## src/rtl/game_ctl_if.sv

```systemverilog
// game_ctl_if: player inputs, timing strobe and ball/score outputs of the game controller.
interface game_ctl_if;
   logic        vblnk;
   logic        mouse_left;
   logic        brick_hit;
   logic [11:0] paddle_x;
   logic [11:0] ball_x;
   logic [11:0] ball_y;
   logic [1:0]  state;
   logic [1:0]  lives;
   logic        game_over;
   modport master (output vblnk, mouse_left, brick_hit, paddle_x,
                   input ball_x, ball_y, state, lives, game_over);
   modport slave  (input vblnk, mouse_left, brick_hit, paddle_x,
                   output ball_x, ball_y, state, lives, game_over);
endinterface

```

## src/rtl/game_ctl.sv

```systemverilog
// game_ctl: breakout ball/lives state machine; the ball moves once per vblank rising edge.
module game_ctl #(
   parameter int SCREEN_W  = 1024,
   parameter int SCREEN_H  = 768,
   parameter int BALL_SIZE = 16,
   parameter int PADDLE_W  = 128,
   parameter int PADDLE_Y  = 700,
   parameter int SPEED     = 4,
   parameter int LIVES     = 3
) (
   input logic       pclk,
   input logic       reset,
   game_ctl_if.slave io
);
   typedef enum logic [1:0] {SERVE = 2'b00, PLAY = 2'b01, OVER = 2'b10} state_t;
   localparam logic [11:0] X_MAX  = 12'(SCREEN_W - BALL_SIZE);
   localparam logic [11:0] Y_PAD  = 12'(PADDLE_Y - BALL_SIZE);
   localparam logic [11:0] Y_MISS = 12'(SCREEN_H - BALL_SIZE);
   localparam logic [11:0] PC_MAX = 12'(SCREEN_W - PADDLE_W);
   localparam logic [11:0] OFS    = 12'(PADDLE_W / 2 - BALL_SIZE / 2);
   localparam logic [11:0] STEP   = 12'(SPEED);
   localparam logic [11:0] BS     = 12'(BALL_SIZE);
   localparam logic [11:0] PW     = 12'(PADDLE_W);
   localparam logic [1:0]  LIV    = 2'(LIVES);
   state_t      st, st_n;
   logic [11:0] x, y, x_n, y_n, pc;
   logic [1:0]  lv, lv_n;
   logic        dx_r, dy_dn, dx_n, dy_n;
   logic        vb_q, ml_q, brick, brick_n;
   logic        tick, press, top, pad, miss, flip;
   always_comb begin
      pc = io.paddle_x > PC_MAX ? PC_MAX : io.paddle_x;
      tick = io.vblnk & ~vb_q;
      press = io.mouse_left & ~ml_q;
      top = !dy_dn && y <= STEP;
      pad = dy_dn && y <= Y_PAD && y + STEP >= Y_PAD && x + BS > pc && x < pc + PW;
      miss = dy_dn && !pad && y + STEP >= Y_MISS;
      flip = brick | io.brick_hit;
      st_n = st;
      x_n = x;
      y_n = y;
      lv_n = lv;
      dx_n = dx_r;
      dy_n = dy_dn;
      brick_n = st == PLAY && !tick && flip;
      if (st == SERVE) begin
         x_n = pc + OFS;
         y_n = Y_PAD;
         st_n = press ? PLAY : SERVE;
         dx_n = press ? 1'b1 : dx_r;
         dy_n = press ? 1'b0 : dy_dn;
      end else if (st == PLAY && tick && miss) begin
         lv_n = lv - 2'd1;
         st_n = lv == 2'd1 ? OVER : SERVE;
      end else if (st == PLAY && tick) begin
         if (dx_r && x + STEP >= X_MAX) begin
            x_n = X_MAX;
            dx_n = 1'b0;
         end else if (!dx_r && x <= STEP) begin
            x_n = '0;
            dx_n = 1'b1;
         end else
            x_n = dx_r ? x + STEP : x - STEP;
         // a pending brick hit only reverses a plain step, never a wall or paddle bounce
         if (top) begin
            y_n = '0;
            dy_n = 1'b1;
         end else if (pad) begin
            y_n = Y_PAD;
            dy_n = 1'b0;
         end else begin
            y_n = dy_dn ? y + STEP : y - STEP;
            dy_n = dy_dn ^ flip;
         end
      end else if (st == OVER && press) begin
         lv_n = LIV;
         st_n = SERVE;
      end
   end
   always_ff @(posedge pclk or negedge reset) begin
      if (!reset) begin
         st <= SERVE;
         lv <= LIV;
         x <= OFS;
         y <= Y_PAD;
         dx_r <= 1'b1;
         dy_dn <= 1'b0;
         vb_q <= 1'b0;
         ml_q <= 1'b0;
         brick <= 1'b0;
      end else begin
         st <= st_n;
         lv <= lv_n;
         x <= x_n;
         y <= y_n;
         dx_r <= dx_n;
         dy_dn <= dy_n;
         vb_q <= io.vblnk;
         ml_q <= io.mouse_left;
         brick <= brick_n;
      end
   end
   assign io.ball_x = x;
   assign io.ball_y = y;
   assign io.state = st;
   assign io.lives = lv;
   assign io.game_over = st == OVER;
endmodule

```

## src/flat_wrapper.sv

```systemverilog
// flat-port wrapper written by rule: the top's interface ports become plain ports
module game_ctl_flat 
#(
   parameter int SCREEN_W  = 1024,
   parameter int SCREEN_H  = 768,
   parameter int BALL_SIZE = 16,
   parameter int PADDLE_W  = 128,
   parameter int PADDLE_Y  = 700,
   parameter int SPEED     = 4,
   parameter int LIVES     = 3
)
  (pclk, reset, io_vblnk, io_mouse_left, io_brick_hit, io_paddle_x, io_ball_x, io_ball_y, io_state, io_lives, io_game_over);
  game_ctl_if io_i ();
  input logic pclk;
  input logic reset;
  input wire logic [$bits(io_i.vblnk)-1:0] io_vblnk;
  input wire logic [$bits(io_i.mouse_left)-1:0] io_mouse_left;
  input wire logic [$bits(io_i.brick_hit)-1:0] io_brick_hit;
  input wire logic [$bits(io_i.paddle_x)-1:0] io_paddle_x;
  output wire logic [$bits(io_i.ball_x)-1:0] io_ball_x;
  output wire logic [$bits(io_i.ball_y)-1:0] io_ball_y;
  output wire logic [$bits(io_i.state)-1:0] io_state;
  output wire logic [$bits(io_i.lives)-1:0] io_lives;
  output wire logic [$bits(io_i.game_over)-1:0] io_game_over;
  assign io_i.vblnk = io_vblnk;
  assign io_i.mouse_left = io_mouse_left;
  assign io_i.brick_hit = io_brick_hit;
  assign io_i.paddle_x = io_paddle_x;
  assign io_ball_x = io_i.ball_x;
  assign io_ball_y = io_i.ball_y;
  assign io_state = io_i.state;
  assign io_lives = io_i.lives;
  assign io_game_over = io_i.game_over;
  game_ctl #(.SCREEN_W(SCREEN_W), .SCREEN_H(SCREEN_H), .BALL_SIZE(BALL_SIZE), .PADDLE_W(PADDLE_W), .PADDLE_Y(PADDLE_Y), .SPEED(SPEED), .LIVES(LIVES)) u_core (.pclk(pclk), .reset(reset), .io(io_i));
endmodule
```

## config.mk

```make
export PLATFORM = sky130hd
export DESIGN_NAME = game_ctl_flat
export DESIGN_NICKNAME = d
export VERILOG_FILES = /design/src/rtl/game_ctl_if.sv /design/src/rtl/game_ctl.sv /design/src/flat_wrapper.sv
export SDC_FILE = /design/constraint.sdc
export NUM_CORES = 1
export LEC_CHECK = 0
export CORE_ASPECT_RATIO = 1.25
export CORE_MARGIN = 1
export CORE_UTILIZATION = 33
export CTS_CLUSTER_SIZE = 24
export DETAILED_ROUTE_END_ITERATION = 8
export PLACE_DENSITY = 0.5
export SKIP_CTS_REPAIR_TIMING = 1
export SLEW_MARGIN = 20
export SYNTH_ARGS = -nofsm -noshare
export SYNTH_HDL_FRONTEND = slang
export SYNTH_SLANG_ARGS = --single-unit
```

## constraint.sdc

```tcl
create_clock -name pclk -period 4 [get_ports pclk]
set_clock_uncertainty 0.15 [all_clocks]
set_input_delay 0.8 -clock pclk [delete_from_list [all_inputs] [get_ports pclk]]
set_output_delay 0.8 -clock pclk [all_outputs]
set_load 0.05 [all_outputs]
```

==> flow_metrics.tcl <==
set metrics [dict create \
    synth_xor_area_share_pct 3.77 \
    start_util_pct 34.2 \
    synth-edff-count 0 \
    p_leak_nw 1.94 \
    ioPinCount 46 \
    numCtsBuffers 5 \
    synth_area_per_cell_um2 8.24 \
    synthSimpleGateAreaFrac_pct 24.2 \
    cp_slowest_stage_delay_ns 0.54 \
    peakVddDrop_mv 0.334 \
    hp-start "u_core.io.lives[0]$_DFFE_PN1P_" \
    clockBufferDepth 2 \
    drtPass1Iterations 4 \
    clk_pin_slew_worst_paths_ns 0.06 \
    antenna_cells 0 \
    status "completed" \
    regArea_um2 790 \
    drt-wirelength-per-cell_um 17.8 \
    grt_pass1_vias 3459 \
    synth_seq_cells 31 \
    ys_seq_area_share_pct 22.6 \
    worst_slew_pin_slew_ns 0.636 \
    grt_use_met1_pct 25.1 \
    power_density_mw_per_mm2 781 \
    arrival_ns 3.85 \
    finalHoldViolations 0 \
    die_w_um 93.9 \
    pre_cts_slack_ns -0.466 \
    yosysTopAreaCell "dfrtp_1" \
    cts.sinks 31 \
    synth_top_flop_cell "dfrtp_1" \
    crit_chain "clkdlybuf4s50_1 > nand3_2 > a21oi_2 > nor2_2 > buf_6 > and2_1 > ha_1 > nand4_1 > nor3_1 > nor4_1 > o41ai_2 > a211oi_4 > buf_6 > nor2_4 > a31o_2 > a22o_1" \
    multi_input_area_mm2 0.00247 \
    worstPathRequired_ns 4.02 \
    r2r_cells 14 \
    finalWorstSetupSlack_ns 0.172 \
    fmax_ghz 0.261 \
    hold_path_depth 1 \
    synth_area_leaders "dfrtp_1 (14%), ha_1 (12%), dfstp_2 (8.3%), nor2_1 (3.9%), a21oi_1 (3.4%)" \
    h-tree-depth 2 \
    worstReg2RegStart "u_core.io.ball_x[4]$_DFFE_PN1P_" \
    cp-end-kind "flip-flop" \
    whs_endpoint "u_core.io.lives[0]$_DFFE_PN1P_" \
    critical_path_class "in2reg" \
    finalCritPeriodShare_pct 95.7 \
    r2r_end "u_core.io.lives[1]$_DFFE_PN1P_" \
    ff2ff_setup_slack_ns 0.31 \
    synth_async_sr_flop_share_pct 100 \
    setup_viol 0 \
    drive_gt1_share_pct 21.7 \
    num_rows 41 \
    syn2layout_area_growth_pct 26.7 \
    die-area_mm2 0.0110 \
    ys_types 82 \
    grt_max_degree 32 \
    gr-usage-met2_pct 37.9 \
    vias_per_cell 5.65 \
    cp_common_cell "buf_6" \
    vias 3455 \
    wl_um 10900 \
    antenna_found_initial 0 \
    clk_latency_ns 0.28 \
    drc 0 \
    cp_max_fo 9 \
    nFillCells 1059 \
    cp-start-kind "input pin" \
    layout.nets 532 \
    grt_usage_pct 20.7 \
    ant_nets 0 \
    first_iter_violations 178 \
    dp_hpwl_um 8160 \
    relSlewSlack_pct 57.3 \
    io_buffers 43 \
    cp_slowest_cell "clkdlybuf4s50_1" \
    syn_inst 423 \
    synth_top_family_by_area "compound AO/OA/AOI/OAI gates" \
    finalSetupTns_ns 0 \
    final_cell_mix "nor2_1 (34), buf_4 (34), ha_1 (33)" \
    drv_cap 0 \
    synth_area_mm2 0.00349 \
    die_y_um 117 \
    synth_fa_ha_area_share_pct 11.8 \
    timing.final.max_slew_violations 0 \
    finalCriticalPeriod_ns 3.83 \
    synth_top_area_share_pct 14.4 \
    hp-class "reg2reg" \
    root_buffer "clkbuf_16" \
    place.gp.congestion 0.838 \
    grt_util_met3_pct 2.45 \
    core-area_mm2 0.0102 \
    cts_tree "yes" \
    synthMuxAreaShare_pct 0.897 \
    synth-compound-area-share_pct 26.9 \
    yosysWarnings 0 \
    grt-busiest-layer "met2" \
    grt_first_pass_wirelength_um 17700 \
    power_w 0.00345 \
    gr-total-overflow 0 \
]
-- kinds of logic after synthesis --
family / Yosys count
AO/OA/AOI/OAI: 130
XOR/XNOR: 15
adder cells (fa/ha/maj): 33
buffers and inverters: 54
flip-flops: 31
multiplexers: 3
other: 2
AND/OR/NAND/NOR: 155
-- state kept, by name (all words and copies together), names as in the netlist --
name              flops
u_core.io.ball_x     12
u_core.io.ball_y     10
u_core.io.lives       2
u_core.io.state       2
u_core.brick          1
u_core.dx_r           1
u_core.dy_dn          1
u_core.ml_q           1
u_core.vb_q           1
-- where the power goes --
| part | total, W | internal (W) | leakage (nW) | switching, W |
|---|---|---|---|---|
| Sequential | 0.000787 | 0.000472 | 0.367 | 0.000314 |
| Combinational | 0.00221 | 0.000881 | 1.49 | 0.00132 |
| Clock | 0.000458 | 0.000310 | 0.0868 | 0.000148 |
| Total | 0.00345 | 0.00166 | 1.94 | 0.00179 |
-- cell type report --
class	instances	area share, %
Multi-Input combinational cell	341	55.8
Sequential cell	31	17.9
Tap cell	129	3.65
Timing Repair Buffer	79	16.7
Clock inverter	2	0.793
Clock buffer	6	3.14
Inverter	24	2.04
-- worst max-delay path by stage --
stage,from,cells past startpoint,to
global route,io_paddle_x[9],17,u_core.io.lives[1]$_DFFE_PN1P_
floorplan,io_paddle_x[3],15,u_core.io.ball_y[11]$_DFFE_PN0P_
global placement,io_paddle_x[0],17,u_core.io.ball_y[5]$_DFFE_PN1P_
finish,io_paddle_x[9],16,u_core.io.ball_y[10]$_DFFE_PN0P_
detailed placement,io_paddle_x[0],17,u_core.io.ball_y[7]$_DFFE_PN1P_
CTS,io_paddle_x[0],17,u_core.io.ball_y[5]$_DFFE_PN1P_
-- critical path: cells and delay by family --
kind | cells | cell delay [ns]
compound gates | 5 | 1.02
simple gates | 7 | 0.90
buf+inv | 3 | 0.83
fa+ha+maj | 1 | 0.28
-- cells in the mapped netlist (all sizes together), types with 7 or more instances --
| cell type | count |
|---|---|
| a21oi | 24 |
| a22o | 8 |
| a31o | 7 |
| a31oi | 7 |
| and3 | 7 |
| buf | 15 |
| clkbuf | 15 |
| dfrtp | 20 |
| dfstp | 11 |
| ha | 33 |
| inv | 24 |
| nand2 | 29 |
| nand3 | 14 |
| nand4 | 10 |
| nor2 | 38 |
| nor3 | 13 |
| o21ai | 20 |
| or3 | 8 |
| xnor2 | 9 |
-- per-layer routing --
layer | up-vias | routed length [um]
li1 | 1688 | -
met1 | 1674 | 4650
met2 | 76 | 5660
met3 | 17 | 342
met4 | 0 | 245
met5 | - | 0
-- per-stage QoR --
stage	cells	utilization (%)	hold WS [ns]	instance area (um^2)
floorplan	426	-	0.354	3500
CTS	612	42.0	0.396	4290
detailed placement	604	40.3	0.387	4120
global route	612	43.3	0.413	4420
finish	612	43.3	0.390	4420
global placement	604	40.3	0.376	4120
Power figures use the tool's default switching activity.
